$ cat src/rtl/cache_bus_arbiter_pkg.sv
// Shared cache-bus package: the bus sequencer states, the size limit and a
// one-hot to index helper.
//   max_caches_c  largest supported number of caches
//   ptr_w_c       width of a cache index / round-robin pointer
//   bus_state_t   transaction sequencer states
package cache_bus_arbiter_pkg;

    localparam int unsigned max_caches_c = 16;
    localparam int unsigned ptr_w_c      = $clog2(max_caches_c);

    typedef enum logic [2:0] {
        s_idle,
        s_grant,
        s_snoop,
        s_mem,
        s_done
    } bus_state_t;

    // Index of the (single) set bit of a one-hot vector; 0 when empty.
    function automatic logic [ptr_w_c-1:0] onehot_to_idx(input logic [max_caches_c-1:0] v);
        logic [ptr_w_c-1:0] idx;
        idx = '0;
        for (int unsigned i = 0; i < max_caches_c; i++) begin
            if (v[i]) idx = ptr_w_c'(i);
        end
        return idx;
    endfunction

endpackage

$ cat src/rtl/cache_bus_arbiter_if.sv
// Coherence bus bundle between the cache controllers / memory port and the
// bus arbiter.
//   req_i, snoop_ack_i, snoop_hit_i, snoop_supply_i, mem_done_i : into arbiter
//   grant_o, snoop_v_o, mem_v_o, done_o, shared_o               : from arbiter
// modport master: cache/memory side; modport slave: arbiter side.
interface cache_bus_arbiter_if #(
    parameter int unsigned num_caches_p = 4
) ();

    logic [num_caches_p-1:0] req_i;
    logic [num_caches_p-1:0] grant_o;
    logic                    snoop_v_o;
    logic [num_caches_p-1:0] snoop_ack_i;
    logic [num_caches_p-1:0] snoop_hit_i;
    logic [num_caches_p-1:0] snoop_supply_i;
    logic                    mem_v_o;
    logic                    mem_done_i;
    logic [num_caches_p-1:0] done_o;
    logic                    shared_o;

    modport master (
        output req_i, snoop_ack_i, snoop_hit_i, snoop_supply_i, mem_done_i,
        input  grant_o, snoop_v_o, mem_v_o, done_o, shared_o
    );

    modport slave (
        input  req_i, snoop_ack_i, snoop_hit_i, snoop_supply_i, mem_done_i,
        output grant_o, snoop_v_o, mem_v_o, done_o, shared_o
    );

endinterface

$ cat src/rtl/cache_bus_arbiter_rr_arbiter.sv
// Combinational round-robin picker.
//   req     per-cache request vector
//   start   index that currently has highest priority (kept by the parent)
//   pick_c  one-hot winner, all-zero when no request
module rr_arbiter
    import cache_bus_arbiter_pkg::*;
#(
    parameter int unsigned num_caches_p = 4
) (
    input  logic [num_caches_p-1:0] req,
    input  logic [ptr_w_c-1:0]      start,
    output logic [num_caches_p-1:0] pick_c
);

    int unsigned idx;
    logic        found;

    // Scan from start upwards with wrap; first requester wins.
    always_comb begin
        pick_c = '0;
        found  = 1'b0;
        idx    = 0;
        for (int unsigned i = 0; i < num_caches_p; i++) begin
            idx = 32'(start) + i;
            if (idx >= num_caches_p) idx = idx - num_caches_p;
            if (!found && req[idx]) begin
                pick_c[idx] = 1'b1;
                found       = 1'b1;
            end
        end
    end

endmodule

$ cat src/rtl/cache_bus_arbiter.sv
// Coherence bus arbiter: grants the shared snooping bus round-robin, broadcasts
// the snoop, collects per-peer acks, fetches from memory when no peer supplies
// the block and pulses completion with the shared indication.
//   clk_i    clock
//   reset_i  synchronous active-high reset
//   bus      arbiter side (slave) of cache_bus_arbiter_if
module cache_bus_arbiter
    import cache_bus_arbiter_pkg::*;
#(
    parameter int unsigned num_caches_p = 4
) (
    input logic                clk_i,
    input logic                reset_i,
    cache_bus_arbiter_if.slave bus
);

    bus_state_t              state;
    logic [num_caches_p-1:0] grant;
    logic                    snoop_v;
    logic                    mem_v;
    logic [num_caches_p-1:0] done;
    logic                    shared;
    logic [num_caches_p-1:0] mask;
    logic                    hit;
    logic                    supply;
    logic [ptr_w_c-1:0]      start;

    logic [num_caches_p-1:0] pick_c;
    logic [num_caches_p-1:0] peer_ack_c;
    logic [num_caches_p-1:0] mask_next_c;
    logic                    hit_next_c;
    logic                    supply_next_c;
    logic [ptr_w_c-1:0]      win_idx_c;

    rr_arbiter #(.num_caches_p(num_caches_p)) u_rr (
        .req    (bus.req_i),
        .start  (start),
        .pick_c (pick_c)
    );

    // Requester's own ack never contributes hit/supply information.
    assign peer_ack_c    = bus.snoop_ack_i & ~grant;
    assign mask_next_c   = mask | bus.snoop_ack_i;
    assign hit_next_c    = hit | (|(peer_ack_c & bus.snoop_hit_i));
    assign supply_next_c = supply | (|(peer_ack_c & bus.snoop_supply_i));
    assign win_idx_c     = onehot_to_idx(max_caches_c'(grant));

    // Transaction sequencer with registered outputs.
    always_ff @(posedge clk_i) begin
        if (reset_i) begin
            state   <= s_idle;
            grant   <= '0;
            snoop_v <= 1'b0;
            mem_v   <= 1'b0;
            done    <= '0;
            shared  <= 1'b0;
            mask    <= '0;
            hit     <= 1'b0;
            supply  <= 1'b0;
            start   <= '0;
        end else begin
            case (state)
                s_idle: begin
                    if (|bus.req_i) begin
                        grant   <= pick_c;
                        snoop_v <= 1'b1;
                        mask    <= pick_c;
                        hit     <= 1'b0;
                        supply  <= 1'b0;
                        state   <= s_grant;
                    end
                end
                s_grant, s_snoop: begin
                    snoop_v <= 1'b0;
                    mask    <= mask_next_c;
                    hit     <= hit_next_c;
                    supply  <= supply_next_c;
                    if (&mask_next_c) begin
                        if (supply_next_c) begin
                            done   <= grant;
                            shared <= hit_next_c;
                            state  <= s_done;
                        end else begin
                            mem_v <= 1'b1;
                            state <= s_mem;
                        end
                    end else begin
                        state <= s_snoop;
                    end
                end
                s_mem: begin
                    if (bus.mem_done_i) begin
                        mem_v  <= 1'b0;
                        done   <= grant;
                        shared <= hit;
                        state  <= s_done;
                    end
                end
                s_done: begin
                    done   <= '0;
                    shared <= 1'b0;
                    grant  <= '0;
                    // Next priority goes to the cache after the winner.
                    if (32'(win_idx_c) + 1 >= num_caches_p) start <= '0;
                    else                                    start <= win_idx_c + 1'b1;
                    state  <= s_idle;
                end
                default: state <= s_idle;
            endcase
        end
    end

    assign bus.grant_o   = grant;
    assign bus.snoop_v_o = snoop_v;
    assign bus.mem_v_o   = mem_v;
    assign bus.done_o    = done;
    assign bus.shared_o  = shared;

endmodule
$ cat src/flat_wrapper.sv
// flat-port wrapper written by rule: the top's interface ports become plain ports
module cache_bus_arbiter_flat import cache_bus_arbiter_pkg::*;
#(
    parameter int unsigned num_caches_p = 4
)
  (clk_i, reset_i, bus_req_i, bus_snoop_ack_i, bus_snoop_hit_i, bus_snoop_supply_i, bus_mem_done_i, bus_grant_o, bus_snoop_v_o, bus_mem_v_o, bus_done_o, bus_shared_o);
  cache_bus_arbiter_if #(.num_caches_p(num_caches_p)) bus_i ();
  input logic clk_i;
  input logic reset_i;
  input wire logic [$bits(bus_i.req_i)-1:0] bus_req_i;
  input wire logic [$bits(bus_i.snoop_ack_i)-1:0] bus_snoop_ack_i;
  input wire logic [$bits(bus_i.snoop_hit_i)-1:0] bus_snoop_hit_i;
  input wire logic [$bits(bus_i.snoop_supply_i)-1:0] bus_snoop_supply_i;
  input wire logic [$bits(bus_i.mem_done_i)-1:0] bus_mem_done_i;
  output wire logic [$bits(bus_i.grant_o)-1:0] bus_grant_o;
  output wire logic [$bits(bus_i.snoop_v_o)-1:0] bus_snoop_v_o;
  output wire logic [$bits(bus_i.mem_v_o)-1:0] bus_mem_v_o;
  output wire logic [$bits(bus_i.done_o)-1:0] bus_done_o;
  output wire logic [$bits(bus_i.shared_o)-1:0] bus_shared_o;
  assign bus_i.req_i = bus_req_i;
  assign bus_i.snoop_ack_i = bus_snoop_ack_i;
  assign bus_i.snoop_hit_i = bus_snoop_hit_i;
  assign bus_i.snoop_supply_i = bus_snoop_supply_i;
  assign bus_i.mem_done_i = bus_mem_done_i;
  assign bus_grant_o = bus_i.grant_o;
  assign bus_snoop_v_o = bus_i.snoop_v_o;
  assign bus_mem_v_o = bus_i.mem_v_o;
  assign bus_done_o = bus_i.done_o;
  assign bus_shared_o = bus_i.shared_o;
  cache_bus_arbiter #(.num_caches_p(num_caches_p)) u_core (.clk_i(clk_i), .reset_i(reset_i), .bus(bus_i));
endmodule
$ cat config.mk
export PLATFORM = sky130hd
export DESIGN_NAME = cache_bus_arbiter_flat
export DESIGN_NICKNAME = d
export VERILOG_FILES = /design/src/rtl/cache_bus_arbiter_pkg.sv /design/src/rtl/cache_bus_arbiter_if.sv /design/src/rtl/cache_bus_arbiter_rr_arbiter.sv /design/src/rtl/cache_bus_arbiter.sv /design/src/flat_wrapper.sv
export SDC_FILE = /design/constraint.sdc
export NUM_CORES = 1
export LEC_CHECK = 0
export ABC_AREA = 1
export ABC_CLOCK_PERIOD_IN_PS = 5000
export CAP_MARGIN = 5
export CORE_MARGIN = 2
export CORE_UTILIZATION = 56
export DETAILED_ROUTE_END_ITERATION = 10
export PLACE_DENSITY = 0.85
export SYNTH_ARGS = -nofsm -noshare
export SYNTH_HDL_FRONTEND = slang
export SYNTH_SLANG_ARGS = --single-unit
$ cat constraint.sdc
create_clock -name clk_i -period 5 [get_ports clk_i]
set_input_delay 1 -clock clk_i [delete_from_list [all_inputs] [get_ports clk_i]]
set_output_delay 1 -clock clk_i [all_outputs]
set_load 0.02 [all_outputs]
==> results of run 1 <==
==> power groups by stage <==
stage	Combinational, mW	Sequential, mW	Clock [mW]
after detailed placement	0.548	0.285	0
after floorplan	0.377	0.307	0
after global routing	0.619	0.287	0.0963
final	0.553	0.281	0.0868
after global placement	0.542	0.283	0
after CTS	0.551	0.280	0.0883
==> registers in the layout, indices dropped and copies added, names as in the netlist <==
name	count
u_core.start	3
u_core.bus.snoop_v_o	1
u_core.state	3
u_core.bus.done_o	4
u_core.supply	1
u_core.bus.shared_o	1
u_core.mask	4
u_core.bus.mem_v_o	1
u_core.bus.grant_o	4
u_core.hit	1
==> logic make-up after synthesis <==
group                      after synthesis
AOI/OAI and AO/OA                       34
adders and majority gates                9
buffers and inverters                   45
and+or+nand+nor                        133
DFF                                     23
==> layout by cell type (no fill, tap or decap), types with 2 or more instances in the layout <==
cell / n
nand3_1: 35
inv_1: 27
or2_1: 2
o21bai_1: 3
ha_1: 9
nand3_4: 2
inv_2: 9
nand2_2: 4
clkinv_1: 4
nand3_2: 3
clkbuf_4: 3
clkdlybuf4s50_1: 29
nand3b_1: 2
o21ai_1: 4
nor2_1: 22
nand4_1: 2
nand2_1: 53
a21oi_1: 14
a21oi_2: 2
o21ai_0: 7
dfxtp_1: 23
nand2_4: 4
==> metrics by stage <==
stage / cells / hold WS, ns / power (mW) / setup slack, ns
global placement: 301 / 0.453 / 0.826 / 2.39
CTS: 305 / 0.473 / 0.920 / 2.64
global route: 305 / 0.506 / 1.00 / 2.58
detailed placement: 301 / 0.455 / 0.833 / 2.37
finish: 305 / 0.476 / 0.921 / 2.64
floorplan: 244 / 0.439 / 0.684 / 3.16
==> synthesized netlist by cell type, drive strengths merged <==
cell type | n | area, sq um
a211oi | 1 | 7.51
o21ai | 11 | 55.1
o21ba | 1 | 10.0
a21oi | 16 | 87.6
a31oi | 1 | 6.26
nor3 | 1 | 5.00
nor3b | 1 | 7.51
nand3b | 2 | 15.0
ha | 9 | 113
nand2 | 61 | 269
buf | 1 | 11.3
nand4 | 3 | 33.8
nand3 | 40 | 240
inv | 37 | 144
nor2 | 23 | 93.8
clkbuf | 2 | 7.51
or2 | 2 | 12.5
o211a | 1 | 10.0
clkinv | 5 | 23.8
dfxtp | 23 | 460
o21bai | 3 | 22.5
==> final timing paths <==
check / startpoint / end / slack [ns] / cells past startpoint
max reg2reg: u_core.start[0] / u_core.mask[1] / 2.85 / 11
min reg2reg: u_core.start[2] / u_core.start[2] / 0.48 / 2
max: u_core.bus.grant_o[3] / bus_grant_o[3] / 2.64 / 1
min: u_core.start[2] / u_core.start[2] / 0.48 / 2
==> final cells by class <==
| cell class | count | area (sq um) |
|---|---|---|
| Clock buffer | 4 | 26.3 |
| Fill cell | 230 | 786 |
| Inverter | 42 | 168 |
| Multi-Input combinational cell | 176 | 988 |
| Sequential cell | 23 | 460 |
| Tap cell | 31 | 38.8 |
| Timing Repair Buffer | 29 | 290 |
==> metal layers <==
layer	GRT usage	wire length, um
met5	0	0
met4	0.0365	28
met3	0.0558	215
met2	0.391	1570
met1	0.335	1860
==> flow_metrics.env, run 1 <==
export IMPL_run_status="finished, final reports clean"
export IMPL_crit_chain="clkdlybuf4s50_1"
export IMPL_worst_vdd_ir_uv=469
export IMPL_gpl_final_weighted_congestion=0.894
export IMPL_drt_drc_violations_left=0
export IMPL_static_leakage_power_nw=0.924
export IMPL_timing_critical_path_fanout_max=4
export IMPL_worstPathArrival_ns=1.36
export IMPL_cpMaxStageDelayCell="clkdlybuf4s50_1"
export IMPL_cts_hold_bufs=0
export IMPL_vias=1635
export IMPL_worst_pin_slew_ns=0.650
export IMPL_synth_to_final_area_change_pct=20.6
export IMPL_power_internal_uw=482
export IMPL_drive_above_1_share=0.113
export IMPL_cts_root_buffer="clkbuf_4"
export IMPL_hp_class="flip-flop to flip-flop"
export IMPL_timing_worst_setup_path_type="flip-flop to primary output"
export IMPL_cts_repair_timing_setup_buffer_count=0
export IMPL_worst_path_buf_inv=1
export IMPL_cts_max_path_buffers=2
export IMPL_avgViaCountPerCell=5.36
export IMPL_p_sw_frac=0.477
export IMPL_grt_pass1_wl_um=6440
export IMPL_p_per_area_nw_per_um2=467
export IMPL_cts_made_buffers=3
export IMPL_drv_max_cap_violation_count=0
export IMPL_first_global_vias=1544
export IMPL_postPlaceCellArea_sq_um=1950
export IMPL_die_area_sq_um=3370
export IMPL_timing_setup_tns_ns=0
export IMPL_grt_usage=0.241
export IMPL_maxSlewViolCount=0
export IMPL_slew_headroom=0.565
export IMPL_synth_warning_count=0
export IMPL_horizontal_extent_of_the_die_um=58.0
export IMPL_core_utilization_of_the_finished_layout=0.715
export IMPL_synth_compound_area_share=0.122
export IMPL_floorplan_die_height_um=58.0
export IMPL_ys_ff_latch=23
export IMPL_hpwl_um=2940
export IMPL_period_needed_ns=2.36
export IMPL_syn_area_per_cell_sq_um=6.70
export IMPL_placeableCoreArea_sq_um=2760
export IMPL_fmax_mhz=423
export IMPL_final_setup_skew_ns=0.00536
export IMPL_total_inserted_antenna_cells=0
export IMPL_clock_sinks=23
export IMPL_power_frac_comb=0.601
export IMPL_slowest_delay_ns=0.63
export IMPL_syn_inst=244
export IMPL_synth_fp_nets=272
export IMPL_critPathTopFamily="buffers and inverters"
export IMPL_i_o_pins=30
export IMPL_post_synth_mux_area_share=0
export IMPL_detail_route_antenna_nets=0
export IMPL_detailedRoute_firstPassIterationCount=4
export IMPL_share_of_total_power_in_the_clock_network=0.094
export IMPL_postCtsResizedCells=0
export IMPL_drt_wirelength_per_cell_um=12.0
export IMPL_hold_viol=0
export IMPL_setup_violations_final=0
export IMPL_layout_nets=303
export IMPL_insertion_delay_ns=0.31
export IMPL_routed_wirelength_um=3670
export IMPL_synthSimpleGateAreaFrac=0.414
export IMPL_port_buffers=29
export IMPL_endpoint_kind="primary output"
export IMPL_floorplan_initialDensity=0.593
export IMPL_seq_area_frac_synth=0.282
export IMPL_detail_route_iter0_violations=57
export IMPL_required_ns=4.00
export IMPL_finalCritPeriodShare=0.472
export IMPL_synth_adder_area_share=0.0689
export IMPL_grt_setup_unrepaired="no"
export IMPL_grt_max_degree=17
export IMPL_netlist_area_sq_um=1640
export IMPL_p_sw_uw=439
export IMPL_finalInstanceArea_sq_um=1970
export IMPL_synth_lib_cells_used_distinct=32
export IMPL_main_combinational_cell_family_by_area_after_synthesis="simple AND/OR/NAND/NOR gates"
export IMPL_cts_reportedPaths_clkPinSlew_ns=0.13
export IMPL_cts_htree_levels=1
export IMPL_number_of_antenna_violations_at_the_first_check_in_global_routing=0
export IMPL_parity_gate_share_of_the_synthesized_area_counting_xor_and_xnor_cells=0
export IMPL_critPathLaunchType="flip-flop"
export IMPL_cts_tree="yes"
export IMPL_seq_power_share=0.305
export IMPL_globalRoute_totalOverflow=0
export IMPL_placementRows=19
Power figures use the tool's default switching activity.
==> run 2: changes to the inputs <==
--- a/config.mk
+++ b/config.mk
@@ -6,12 +6,12 @@
 export NUM_CORES = 1
 export LEC_CHECK = 0
 export ABC_AREA = 1
-export ABC_CLOCK_PERIOD_IN_PS = 5000
+export ABC_CLOCK_PERIOD_IN_PS = 2000
 export CAP_MARGIN = 5
 export CORE_MARGIN = 2
-export CORE_UTILIZATION = 56
+export CORE_UTILIZATION = 47
 export DETAILED_ROUTE_END_ITERATION = 10
-export PLACE_DENSITY = 0.85
+export PLACE_DENSITY = 0.76
 export SYNTH_ARGS = -nofsm -noshare
 export SYNTH_HDL_FRONTEND = slang
 export SYNTH_SLANG_ARGS = --single-unit
==> constraint.sdc (replaced) <==
create_clock -name clk_i -period 2 [get_ports clk_i]
set_input_delay 0.4 -clock clk_i [delete_from_list [all_inputs] [get_ports clk_i]]
set_output_delay 0.4 -clock clk_i [all_outputs]
set_load 0.02 [all_outputs]
==> run 2 against run 1 <==
Design area rose by 2.9%. Register-to-register slack lost 2.6 ns. Die area up 18%. Combinational power increased to 2.5 times the previous value. Via count is 0.18% higher. Sequential share of layout area is 0.66 points lower. Critical path type unchanged. Largest cell class unchanged. Highest routed layer unchanged.
==> flow_metrics.env, run 2 (synthesized netlist as in run 1, its figures left out) <==
export IMPL_slew_headroom=0.819
export IMPL_worst_pin_slew_ns=0.272
export IMPL_drt_wirelength_per_cell_um=12.0
export IMPL_num_fill_cells=327
export IMPL_timing_critical_path_fanout_max=4
export IMPL_run_status="finished, final reports clean"
export IMPL_cts_root_buffer="clkbuf_4"
export IMPL_period_needed_ns=1.78
export IMPL_die_area_sq_um=3970
export IMPL_cts_made_buffers=3
export IMPL_total_inserted_antenna_cells=0
export IMPL_floorplan_die_height_um=63.0
export IMPL_fmax_mhz=561
export IMPL_first_global_vias=1449
export IMPL_insertion_delay_ns=0.32
export IMPL_critPathTopFamily="buffers and inverters"
export IMPL_synth_to_final_area_change_pct=24.1
export IMPL_slowest_delay_ns=0.63
export IMPL_detail_route_antenna_nets=0
export IMPL_drive_above_1_share=0.133
export IMPL_drv_max_cap_violation_count=0
export IMPL_worstRegToRegCells=11
export IMPL_avgViaCountPerCell=5.04
export IMPL_cts_max_path_buffers=2
export IMPL_i_o_pins=30
export IMPL_clock_sinks=23
export IMPL_worst_path_buf_inv=1
export IMPL_detail_route_iter0_violations=103
export IMPL_placeableCoreArea_sq_um=3340
export IMPL_cpMaxStageDelayCell="clkdlybuf4s50_1"
export IMPL_p_per_area_nw_per_um2=1150
export IMPL_gpl_final_weighted_congestion=0.909
export IMPL_horizontal_extent_of_the_die_um=63.0
export IMPL_worst_vdd_ir_uv=957
export IMPL_grt_max_degree=16
export IMPL_postCtsResizedCells=0
export IMPL_hp_class="flip-flop to flip-flop"
export IMPL_crit_cells=1
export IMPL_worstPathArrival_ns=1.38
export IMPL_vias=1638
export IMPL_grt_pass1_wl_um=6460
export IMPL_hold_viol=0
export IMPL_routed_wirelength_um=3890
export IMPL_crit_chain="clkdlybuf4s50_1"
export IMPL_final_setup_skew_ns=0.00275
export IMPL_drt_drc_violations_left=0
export IMPL_required_ns=1.60
export IMPL_cts_hold_bufs=0
export IMPL_hpwl_um=3060
export IMPL_cts_repair_timing_setup_buffer_count=0
export IMPL_port_buffers=29
export IMPL_mostFrequentLayoutCell="nand2_1"
export IMPL_cts_htree_levels=1
export IMPL_layout_nets=308
export IMPL_setup_violations_final=0
export IMPL_placementRows=21
export IMPL_timing_hold_worst_path_depth=2
export IMPL_number_of_antenna_violations_at_the_first_check_in_global_routing=0
export IMPL_timing_worst_setup_path_type="flip-flop to primary output"
export IMPL_grt_setup_unrepaired="no"
export IMPL_detailedRoute_firstPassIterationCount=4
export IMPL_globalRoute_totalOverflow=0
export IMPL_cts_tree="yes"
export IMPL_floorplan_initialDensity=0.490
export IMPL_final_cell_mix="nand2_1 (53), nand3_1 (35), clkdlybuf4s50_1 (29), inv_1 (27), dfxtp_1 (23)"
export IMPL_cts_reportedPaths_clkPinSlew_ns=0.13
export IMPL_grt_usage=0.204
export IMPL_endpoint_kind="primary output"
export IMPL_power_total_mw=2.33
export IMPL_finalCritPeriodShare=0.892
export IMPL_timing_setup_tns_ns=0
export IMPL_critPathLaunchType="flip-flop"
export IMPL_static_leakage_power_nw=0.951
export IMPL_maxSlewViolCount=0
run 2: path summary, 6_finish.rpt:
kind	startpoint	end	slack, ns
worst max-delay path	u_core.bus.grant_o[3]	bus_grant_o[3]	0.22
worst min-delay path	u_core.start[2]	u_core.start[2]	0.47
worst min register to register	u_core.start[2]	u_core.start[2]	0.47
worst max register to register	u_core.start[0]	u_core.mask[0]	0.22
run 2: through the flow:
stage          utilization  area [sq um]  std cells  setup WS [ns]  hold slack [ns]
2_1_floorplan            -          1640        244          0.229            0.439
3_3_place_gp         0.600          2000        321         0.0905            0.454
3_5_place_dp         0.600          2000        321         0.0615            0.456
4_1_cts              0.608          2030        325          0.223            0.474
5_1_grt              0.608          2030        325         0.0538            0.486
6_report             0.608          2030        325          0.216            0.475
run 2: layout make-up:
type                       instances  area (sq um)  share of cell area
timing repair buffer              34           328               0.162
multi-input combinational        176           988               0.487
clock inverter                     1          5.00             0.00247
sequential                        23           460               0.227
tap                               46          57.6              0.0284
inverter                          42           168              0.0826
clock buffer                       3          22.5              0.0111
run 2: layer usage:
metal,GRT usage,up-vias,wire length [um]
met4,0.0528,0,16
met1,0.280,743,1860
met5,0,-,0
met2,0.323,36,1830
met3,0.0432,2,181
li1,-,857,-
run 2: report_power, final:
group	switching, mW	leakage, nW	internal, mW	total [mW]
clock	0.149	0.0177	0.0751	0.224
combinational	0.879	0.744	0.533	1.41
sequential	0.0855	0.189	0.608	0.693
total	1.11	0.951	1.22	2.33
==> run 3: changes to the inputs <==
--- a/config.mk
+++ b/config.mk
@@ -10,8 +10,9 @@
 export CAP_MARGIN = 5
 export CORE_MARGIN = 2
 export CORE_UTILIZATION = 47
+export CTS_CLUSTER_DIAMETER = 120
 export DETAILED_ROUTE_END_ITERATION = 10
-export PLACE_DENSITY = 0.76
+export PLACE_DENSITY_LB_ADDON = 0.12
 export SYNTH_ARGS = -nofsm -noshare
 export SYNTH_HDL_FRONTEND = slang
 export SYNTH_SLANG_ARGS = --single-unit
==> run 3 against run 2 <==
Clock skew shrank 0.00061 ns. Sequential share of layout area is the same. Maximum frequency grew 0.46%. Clock power is essentially flat.
==> flow_metrics.env, run 3 (synthesized netlist as in run 1, its figures left out) <==
export IMPL_drv_max_cap_violation_count=0
export IMPL_timing_critical_path_fanout_max=4
export IMPL_first_global_vias=1527
export IMPL_period_needed_ns=1.78
export IMPL_postPlaceCellArea_sq_um=2000
export IMPL_critPathLaunchType="flip-flop"
export IMPL_placeableCoreArea_sq_um=3340
export IMPL_run_status="finished, final reports clean"
export IMPL_endpoint_kind="primary output"
export IMPL_timing_setup_tns_ns=0
export IMPL_globalRouteMet1Util=0.277
export IMPL_worst_pin_slew_ns=0.273
export IMPL_p_sw_mw=1.12
export IMPL_gpl_final_weighted_congestion=0.853
export IMPL_power_internal_mw=1.21
export IMPL_grt_max_degree=16
export IMPL_horizontal_extent_of_the_die_um=63.0
export IMPL_mostFrequentLayoutCell="nand2_1"
export IMPL_port_buffers=29
export IMPL_reg2reg_slack_ns=0.24
export IMPL_drt_wirelength_per_cell_um=11.9
export IMPL_p_sw_frac=0.479
export IMPL_hold_viol=0
export IMPL_floorplan_initialDensity=0.490
export IMPL_grt_usage=0.207
export IMPL_worst_vdd_ir_uv=663
export IMPL_crit_chain="clkdlybuf4s50_1"
export IMPL_finalCritPeriodShare=0.888
export IMPL_final_setup_skew_ns=0.00214
export IMPL_drt_drc_violations_left=0
export IMPL_finalInstanceArea_sq_um=2030
export IMPL_cts_max_path_buffers=2
export IMPL_clock_sinks=23
export IMPL_vias=1649
export IMPL_total_inserted_antenna_cells=0
export IMPL_postCtsResizedCells=0
export IMPL_detail_route_antenna_nets=0
export IMPL_drive_above_1_share=0.133
export IMPL_detail_route_iter0_violations=116
export IMPL_power_frac_comb=0.609
export IMPL_seq_power_share=0.295
export IMPL_worstRegToRegCells=11
export IMPL_die_area_sq_um=3970
export IMPL_floorplan_die_height_um=63.0
export IMPL_busiest_layer="met2"
export IMPL_cts_made_buffers=3
export IMPL_cts_root_buffer="clkbuf_4"
export IMPL_number_of_antenna_violations_at_the_first_check_in_global_routing=0
export IMPL_timing_worst_setup_path_type="flip-flop to primary output"
export IMPL_critPathTopFamily="buffers and inverters"
export IMPL_cts_htree_levels=1
export IMPL_avgViaCountPerCell=5.07
export IMPL_hpwl_um=3070
export IMPL_grt_met3_usage=0.0468
export IMPL_cts_repair_timing_setup_buffer_count=0
export IMPL_setup_violations_final=0
export IMPL_cts_hold_bufs=0
export IMPL_insertion_delay_ns=0.32
export IMPL_worstPathArrival_ns=1.38
export IMPL_cpMaxStageDelayCell="clkdlybuf4s50_1"
export IMPL_maxSlewViolCount=0
export IMPL_postLayoutSetupSlackWorst_ns=0.224
export IMPL_grt_setup_unrepaired="no"
export IMPL_num_fill_cells=330
export IMPL_p_per_area_nw_per_um2=1150
export IMPL_routed_wirelength_um=3880
export IMPL_hp_class="flip-flop to flip-flop"
export IMPL_i_o_pins=30
export IMPL_static_leakage_power_nw=0.951
export IMPL_crit_cells=1
export IMPL_detailedRoute_firstPassIterationCount=4
export IMPL_timing_hold_worst_path_depth=2
export IMPL_globalRoute_totalOverflow=0
export IMPL_required_ns=1.60
export IMPL_final_cell_mix="nand2_1 (53), nand3_1 (35), clkdlybuf4s50_1 (29), inv_1 (27), dfxtp_1 (23)"
export IMPL_synth_to_final_area_change_pct=24.1
export IMPL_cts_tree="yes"
export IMPL_fmax_mhz=563
export IMPL_dp_slack_ns=0.0484
export IMPL_globalRouteMet2Util=0.334
export IMPL_placementRows=21
export IMPL_slowest_delay_ns=0.63
export IMPL_grt_pass1_wl_um=6710
export IMPL_layout_nets=308
export IMPL_cts_reportedPaths_clkPinSlew_ns=0.13
export IMPL_share_of_total_power_in_the_clock_network=0.096
export IMPL_slew_headroom=0.818
export IMPL_worst_path_buf_inv=1
run 3: path summary, 6_finish.rpt:
| path | from | end |
|---|---|---|
| worst min register to register | u_core.bus.done_o[1] | u_core.bus.done_o[1] |
| worst min-delay path | u_core.bus.done_o[1] | u_core.bus.done_o[1] |
| worst max register to register | u_core.start[0] | u_core.mask[2] |
| worst max-delay path | u_core.bus.grant_o[3] | bus_grant_o[3] |
run 3: cell type report:
class | count | area (sq um) | area share
Clock buffer | 3 | 22.5 | 0.0111
Clock inverter | 1 | 5.00 | 0.00247
Inverter | 42 | 168 | 0.0826
Multi-Input combinational cell | 176 | 988 | 0.487
Tap cell | 46 | 57.6 | 0.0284
Sequential cell | 23 | 460 | 0.227
Timing Repair Buffer | 34 | 328 | 0.162
run 3: per-layer routing:
layer / routed length, um / vias to the layer above
met5: 0 / -
met3: 166 / 2
met1: 1960 / 756
li1: - / 853
met4: 19 / 0
met2: 1730 / 38
run 3: power by group through the flow:
stage	registers, mW	logic, mW	clock network [mW]
final	0.687	1.42	0.224
after detailed placement	0.698	1.41	0
after global routing	0.702	1.60	0.253
after global placement	0.698	1.40	0
after CTS	0.686	1.41	0.231
after floorplan	0.768	0.943	0
run 3: stage by stage:
stage / instances / total power [mW] / hold WS [ns] / util
detailed placement: 321 / 2.10 / 0.455 / 0.600
CTS: 325 / 2.33 / 0.476 / 0.608
finish: 325 / 2.33 / 0.474 / 0.608
global route: 325 / 2.55 / 0.493 / 0.608
floorplan: 244 / 1.71 / 0.439 / -
global placement: 321 / 2.10 / 0.456 / 0.600
